### config.mk
export PLATFORM = sky130hd
export DESIGN_NAME = jtpopeye_dma_ctrl
export DESIGN_NICKNAME = d
export VERILOG_FILES = /design/src/rtl/jtpopeye_dma_pkg.sv /design/src/rtl/jtpopeye_dma_ctrl.sv
export SDC_FILE = /design/constraint.sdc
export NUM_CORES = 1
export LEC_CHECK = 0
export ABC_AREA = 1
export BUFFER_PORTS_ARGS = -buffer_cell sky130_fd_sc_hd__buf_2
export CAP_MARGIN = 20
export CORE_MARGIN = 2
export CORE_UTILIZATION = 56
export DETAILED_ROUTE_END_ITERATION = 7
export MAX_ROUTING_LAYER = met4
export PLACE_DENSITY_LB_ADDON = 0.25
export SLEW_MARGIN = 20
export SYNTH_ARGS = -nofsm -noshare
export SYNTH_HDL_FRONTEND = slang
export SYNTH_SLANG_ARGS = --single-unit
### constraint.sdc
create_clock -name clk -period 1.9 [get_ports clk]
set_input_delay 0.095 -clock clk [delete_from_list [all_inputs] [get_ports clk]]
set_output_delay 0.095 -clock clk [all_outputs]
set_load 0.02 [all_outputs]
### src/rtl/jtpopeye_dma_pkg.sv
// Shared constants and state encoding for the Popeye object DMA sequencer.
package jtpopeye_dma_pkg;

    localparam int unsigned DMA_AW  = 10;
    localparam int unsigned DMA_LEN = 1024;

    // Page select bit prepended to AD_DMA by the RAM address mux.
    localparam logic RAM_PAGE_SEL = 1'b1;

    typedef enum logic [1:0] {
        ST_IDLE  = 2'd0,
        ST_REQ   = 2'd1,
        ST_XFER  = 2'd2,
        ST_DRAIN = 2'd3
    } dma_state_e;

endpackage

### src/rtl/jtpopeye_dma_ctrl.sv
// Once-per-frame object DMA: grabs the Z80 bus on VB rise, copies LEN bytes of
// the top RAM page into the object line buffer, then releases the bus.
module jtpopeye_dma_ctrl
    import jtpopeye_dma_pkg::*;
#(
    parameter int unsigned AW  = DMA_AW,
    parameter int unsigned LEN = DMA_LEN
) (
    input  logic          clk,
    input  logic          rst,
    input  logic          cen,
    input  logic          VB,
    output logic          busrq_n,
    input  logic          busak_n,
    output logic          dma_cs,
    output logic [AW-1:0] AD_DMA,
    input  logic [7:0]    DD_DMA,
    output logic          obj_we,
    output logic [AW-1:0] obj_addr,
    output logic [7:0]    obj_din,
    output logic          busy,
    output logic          done,
    output logic          miss
);

    // Pointers carry one extra bit so LEN = 2^AW compares without wrapping.
    localparam int unsigned PW    = AW + 1;
    localparam logic [PW-1:0] LEN_P = PW'(LEN);
    localparam logic [PW-1:0] ONE_P = PW'(1);

    dma_state_e    state_q,    state_d;
    logic          vb_l_q,     vb_l_d;
    logic [PW-1:0] rd_ptr_q,   rd_ptr_d;
    logic [PW-1:0] wr_ptr_q,   wr_ptr_d;
    logic          rd_vld_q,   rd_vld_d;
    logic          busrq_n_q,  busrq_n_d;
    logic          dma_cs_q,   dma_cs_d;
    logic [AW-1:0] ad_q,       ad_d;
    logic          obj_we_q,   obj_we_d;
    logic [AW-1:0] obj_addr_q, obj_addr_d;
    logic [7:0]    obj_din_q,  obj_din_d;
    logic          busy_q,     busy_d;
    logic          done_q,     done_d;
    logic          miss_q,     miss_d;
    logic          trig_c;

    assign trig_c = VB & ~vb_l_q;

    // Next-state and output logic; everything holds unless cen is high.
    always_comb begin
        state_d    = state_q;
        vb_l_d     = vb_l_q;
        rd_ptr_d   = rd_ptr_q;
        wr_ptr_d   = wr_ptr_q;
        rd_vld_d   = rd_vld_q;
        busrq_n_d  = busrq_n_q;
        dma_cs_d   = dma_cs_q;
        ad_d       = ad_q;
        obj_we_d   = obj_we_q;
        obj_addr_d = obj_addr_q;
        obj_din_d  = obj_din_q;
        busy_d     = busy_q;
        done_d     = done_q;
        miss_d     = miss_q;

        if (cen) begin
            vb_l_d   = VB;
            obj_we_d = 1'b0;
            done_d   = 1'b0;

            if (trig_c && busy_q) begin
                miss_d = 1'b1;
            end

            case (state_q)
                ST_IDLE: begin
                    if (trig_c) begin
                        busrq_n_d = 1'b0;
                        busy_d    = 1'b1;
                        rd_ptr_d  = '0;
                        wr_ptr_d  = '0;
                        rd_vld_d  = 1'b0;
                        state_d   = ST_REQ;
                    end
                end

                ST_REQ: begin
                    busrq_n_d = 1'b0;
                    dma_cs_d  = 1'b0;
                    if (!busak_n) begin
                        dma_cs_d = 1'b1;
                        ad_d     = rd_ptr_q[AW-1:0];
                        rd_ptr_d = rd_ptr_q + ONE_P;
                        rd_vld_d = 1'b1;
                        state_d  = ST_XFER;
                    end
                end

                ST_XFER: begin
                    if (busak_n) begin
                        // CPU took the bus back: drop the in-flight byte and
                        // rewind reads to the first byte not yet written.
                        dma_cs_d = 1'b0;
                        rd_vld_d = 1'b0;
                        rd_ptr_d = wr_ptr_q;
                        state_d  = ST_REQ;
                    end else begin
                        if (rd_vld_q) begin
                            obj_we_d   = 1'b1;
                            obj_addr_d = wr_ptr_q[AW-1:0];
                            obj_din_d  = DD_DMA;
                            wr_ptr_d   = wr_ptr_q + ONE_P;
                        end
                        if (rd_ptr_q < LEN_P) begin
                            ad_d     = rd_ptr_q[AW-1:0];
                            rd_ptr_d = rd_ptr_q + ONE_P;
                            rd_vld_d = 1'b1;
                        end else begin
                            rd_vld_d = 1'b0;
                            dma_cs_d = 1'b0;
                            state_d  = ST_DRAIN;
                        end
                    end
                end

                ST_DRAIN: begin
                    // The last byte was written on the XFER exit cycle with
                    // dma_cs already low, so the bus can be handed back here.
                    busrq_n_d = 1'b1;
                    busy_d    = 1'b0;
                    done_d    = 1'b1;
                    state_d   = ST_IDLE;
                end

                default: begin
                    state_d = ST_IDLE;
                end
            endcase
        end
    end

    // State and output registers with synchronous reset that ignores cen.
    always_ff @(posedge clk) begin
        if (rst) begin
            state_q    <= ST_IDLE;
            vb_l_q     <= 1'b0;
            rd_ptr_q   <= '0;
            wr_ptr_q   <= '0;
            rd_vld_q   <= 1'b0;
            busrq_n_q  <= 1'b1;
            dma_cs_q   <= 1'b0;
            ad_q       <= '0;
            obj_we_q   <= 1'b0;
            obj_addr_q <= '0;
            obj_din_q  <= '0;
            busy_q     <= 1'b0;
            done_q     <= 1'b0;
            miss_q     <= 1'b0;
        end else begin
            state_q    <= state_d;
            vb_l_q     <= vb_l_d;
            rd_ptr_q   <= rd_ptr_d;
            wr_ptr_q   <= wr_ptr_d;
            rd_vld_q   <= rd_vld_d;
            busrq_n_q  <= busrq_n_d;
            dma_cs_q   <= dma_cs_d;
            ad_q       <= ad_d;
            obj_we_q   <= obj_we_d;
            obj_addr_q <= obj_addr_d;
            obj_din_q  <= obj_din_d;
            busy_q     <= busy_d;
            done_q     <= done_d;
            miss_q     <= miss_d;
        end
    end

    assign busrq_n  = busrq_n_q;
    assign dma_cs   = dma_cs_q;
    assign AD_DMA   = ad_q;
    assign obj_we   = obj_we_q;
    assign obj_addr = obj_addr_q;
    assign obj_din  = obj_din_q;
    assign busy     = busy_q;
    assign done     = done_q;
    assign miss     = miss_q;

endmodule
Word level (Yosys, flattened, before mapping)
Cells that the tools add are included.

$lt $le $gt $ge: 1. Mux-type cells: 33. Bitwise operators: 3. Reduce and logical (&&, ||, !) cells: 17. Equality and inequality tests: 10. Add/sub/neg operators: 2.

Operators by type and width (count): 11-bit two-way mux (6); 11-bit one-hot mux with 3 select lines (1); 10-bit two-way mux (3); 11-bit by 1-bit adder with 11-bit output, second input constant (2); 11-bit one-hot mux with 2 select lines (1); 10-bit one-hot mux with 2 select lines (1); 5-bit AND reduction (3); 1-bit two-way mux (12); 4-bit AND reduction (3); 11-bit < comparator, second input constant (1); 2-bit inequality test, second input constant (5); 3-bit AND reduction (3); 2-bit two-way mux (4); 2-bit one-hot mux with 4 select lines (1); 3-bit inequality test, second input constant (2); 1-bit one-hot mux with 3 select lines (2); 2-bit nonzero test (3); 3-bit nonzero test (2); 2-bit == test, second input constant (2); 1-bit one-hot mux with 2 select lines (2); 2-bit by 1-bit == test with 1-bit output, second input constant (1); 2-bit logical NOT (1); 1-bit inverter (2); 2-bit AND reduction (1); 2 further kinds (2).

Input port bits: 13. Bits in registers: 60. Logic and storage cells: 80.

Longest topological paths before layout
Depth after elaboration: 4. Mapped depth: 12. Mapped depth without buffers: 12.

Worst setup path after synthesis
Ideal clock, no wire load.

Path type: register -> register. Start point: reg state_q[0]. End point: reg rd_ptr_q[8]. Arrival: 1.423 ns. Library setup time: 0.132 ns. Clock period less this slack: 1.556 ns. Stages on the path, launching flop included: 11. Required time: 1.768 ns. Path slack: 0.344 ns. Cells stage by stage: dfxtp_1 > inv_1 > ha_1 > inv_2 > nor2_4 > nor2_1 > clkinv_1 > o21ai_0 > o21ai_0 > nand2_1 > a21oi_1.

Cells in the longest elaborated chain, start to end: 3. Elaborated cells between the ends (all ways): 9. Those cells by class: eq/ne (5); mux (1); reduce/logical (3).

RTL lines: start, declared (line jtpopeye_dma_ctrl.sv:31) `dma_state_e state_q, state_d;`; start signal, assigned (line jtpopeye_dma_ctrl.sv:160) `state_q <= state_d;`; 2-bit == test (tied with other cells) (line jtpopeye_dma_ctrl.sv:75) `case (state_q)`; 3-bit inequality test (no source line) (tied with other cells); 5-bit AND reduction (no source line); end signal, assigned (line jtpopeye_dma_ctrl.sv:162) `rd_ptr_q <= rd_ptr_d;`; end, declared (line jtpopeye_dma_ctrl.sv:33) `logic [PW-1:0] rd_ptr_q, rd_ptr_d;`.

Parallel ways exist; a longest one is shown, timed or not. A chain may end at the register's enable or synchronous reset.

Worst setup path after layout
Start point: reg state_q[0]. End point: reg ad_q[8], in the netlist AD_DMA[8].

Cells in the longest elaborated chain, start to end: 3. Elaborated cells between the ends (all ways): 8. Those cells by class: eq/ne (5); mux (1); reduce/logical (2).

RTL lines: 2-bit == test / 2-bit by 1-bit == test with 1-bit output (equally long branches) (line jtpopeye_dma_ctrl.sv:75); 2-bit inequality test (no source line) / 2-bit nonzero test (equally long branches); 5-bit AND reduction (no source line); end signal, assigned (line jtpopeye_dma_ctrl.sv:152) `ad_q <= '0;`; end signal, assigned (line jtpopeye_dma_ctrl.sv:167) `ad_q <= ad_d;`; end, declared (line jtpopeye_dma_ctrl.sv:38) `logic [AW-1:0] ad_q, ad_d;`.

Parallel ways exist; a longest one is shown, timed or not.

==> flow_summary.json <==
{
  "max_stage_delay_ns": 0.34,
  "met1_usage_pct": 32.41,
  "cts_tree": "done",
  "rr_startpoint": "state_q[0]",
  "globalRouteMet3Util_pct": 4.552,
  "clockRootBuffer": "clkbuf_8",
  "cp-start-kind": "flip-flop",
  "grt_usage_pct": 25.35,
  "die_w_um": 74.86,
  "final_common_cell": "nand2_1",
  "dpl.hpwl_um": 4411,
  "cp_max_fo": 20,
  "cts_buffers": 9,
  "r2r_setup_slack_ns": 0.15,
  "slew_headroom_pct": 73.77,
  "fin_crit_sh_pct": 92.19,
  "vias": 2753,
  "final_area_sq_um": 3420,
  "grt_pass1_vias": 2369,
  "synth.cell_area_sq_um": 2811,
  "ys_seq_area_share_pct": 42.72,
  "status": "completed",
  "grt_max_degree": 30,
  "rsz0062_at_grt": "true",
  "grt_overflow": 0,
  "synth.distinct_cells": 32,
  "grt_pass1_wl_um": 10500,
  "syn_nets": 419,
  "post-place-ws_ns": 0.1581,
  "ys_ff_latch": 60,
  "layout-area-overhead-vs-synth_pct": 21.63,
  "path_class": "flip-flop to flip-flop",
  "ios": 47,
  "cts.sinks": 60,
  "insertion_delay_ns": 0.34,
  "maxCapViolCount": 0,
  "cts_setup_buffers": 0,
  "syn_avg_cell_area_sq_um": 7.046,
  "die_y_um": 74.86,
  "top_usage_layer": "met2",
  "hold_violations": 0,
  "layout_common_cells": "nand2_1, dfxtp_1, inv_1, a21oi_1, buf_2",
  "gp_congestion": 0.8614,
  "hp-class": "input pin to flip-flop",
  "antennaDiodeCount": 0,
  "leakagePower_nw": 1.499,
  "fin_skew_ns": 0.005216,
  "wirelength_um": 6564,
  "use_met2_pct": 37.91,
  "vias_per_cell": 5.175,
  "portBuffers": 46,
  "drc_errors": 0,
  "vdd_ir_drop_max_uv": 544.0,
  "finalCriticalPeriod_ns": 1.752,
  "worst_pin_slew_ns": 0.3920,
  "ctsLongestPathBuffers": 2,
  "slew_viol_final": 0,
  "num_rows": 25,
  "ys_warn_count": 0,
  "setup_viol": 0,
  "power_density_nw_per_um2": 773.0,
  "fin_nets": 480,
  "clk_pin_slew_worst_paths_ns": 0.06,
  "worst_slack_ns": 0.1483,
  "wl_per_cell_um": 12.34,
  "drtIter0Drc": 171,
  "firstDrtPassIters": 4,
  "antenna_found_initial": 0,
  "drive_gt1_share_pct": 18.49,
  "postRouteAntennaNets": 0,
  "arrival_ns": 1.98,
  "critical_path_required_ns": 2.12,
  "crit_chain": "inv_1 > ha_1 > inv_2 > nor2_4 > nand2_1 > nand2_1 > o2111ai_1 > buf_4 > o21ai_0 > a21oi_1",
  "max_freq_ghz": 0.5709,
  "setup_tns_ns": 0,
  "placed_cell_area_sq_um": 3147,
  "synthCells": 399,
  "hold_start": "VB",
  "critPathCaptureType": "flip-flop",
  "ctsHtreeMaxLevel": 3,
  "initial_core_util_pct": 58.75,
  "slowest_stage": "dfxtp_1",
  "crit_start": "state_q[0]",
  "die_area_sq_um": 5603,
  "coreArea_sq_um": 4786,
  "cp_common_cell": "nand2_1"
}
[cells by family after synthesis]
kind of cell	Yosys count	share of synthesized area, %
AO/OA/AOI/OAI	103	19.72
AND/OR/NAND/NOR	161	24.61
flip-flops	60	42.72
XOR/XNOR	1	0.3116
adder cells (fa/ha/maj)	7	3.115
buffers and inverters	67	9.524
[per-layer routing]
metal / wire length (um) / share of wire (%) / up-vias
li1: - / - / 1434
met1: 3060 / 47 / 1223
met2: 3012 / 46 / 82
met3: 324 / 4.9 / 14
met4: 165 / 2.5 / 0
met5: 0 / 0 / -
[cell type report]
cell class	count	area, sq um
Clock buffer	15	176.4
Clock inverter	1	5.005
Multi-Input combinational cell	272	1345
Tap cell	67	83.83
Sequential cell	60	1201
Inverter	51	193.9
Fill cell	378	1366
Timing Repair Buffer	66	414.1
[repair_timing]
item,CTS,global route
setup endpoints to repair,0,13
hold buffers,8,0
resized for setup,0,4
endpoints found under the hold margin,8,0
[metrics by stage]
step / power (mW) / hold WS, ns / cells / utilization (%)
after floorplan: 1.516 / 0.2299 / 399 / -
after global placement: 1.601 / 0.3159 / 507 / 65.75
after detailed placement: 1.607 / 0.3263 / 507 / 65.75
after CTS: 2.655 / 0.03748 / 531 / 71.22
after global routing: 2.744 / 0.07026 / 532 / 71.45
final: 2.643 / 0.04637 / 532 / 71.45
[where the power goes]
| group | switching (mW) | leakage (nW) | internal (mW) | total, mW |
|---|---|---|---|---|
| Clock | 0.467 | 0.0937 | 0.580 | 1.05 |
| Sequential | 0.0177 | 0.485 | 1.29 | 1.31 |
| Combinational | 0.187 | 0.920 | 0.104 | 0.291 |
[final timing paths]
check | end | cells after the start
setup / recovery | AD_DMA[8] | 10
setup reg to reg | AD_DMA[8] | 10
hold / removal | vb_l_q | 3
hold reg to reg | AD_DMA[2] | 2
[Yosys cell counts (all sizes together)]
cell type,n,share of area (%)
a221oi,1,0.31
o311ai,1,0.31
buf,7,1.3
nand2,88,12
a211oi,3,0.80
ha,7,3.1
inv,50,6.8
clkinv,1,0.13
xnor2,1,0.31
o21ai,43,7.8
o21bai,3,0.93
nor2,39,5.7
clkbuf,9,1.3
a31oi,1,0.22
o22ai,3,0.67
dfxtp,60,43
nand3,16,2.8
o2111ai,1,0.31
nor3,6,1.1
a21oi,47,8.4
nand4,12,2.7
[registers in the layout, summed over array words and instances, names as in the netlist]
register	count
dma_cs	1
state_q	2
done	1
miss	1
vb_l_q	1
obj_we	1
AD_DMA	10
obj_din	8
rd_vld_q	1
wr_ptr_q	11
busy	1
obj_addr	10
busrq_n	1
rd_ptr_q	11
[worst max-delay path, delay by kind of cell, from the launching register on]
family | cells | cell delay [ns]
buffers and inverters | 3 | 0.43
and+or+nand+nor | 3 | 0.33
DFF | 1 | 0.34
adders and majority gates | 1 | 0.21
AOI/OAI and AO/OA | 3 | 0.34
Note: power is estimated with default switching activity, not from simulation.
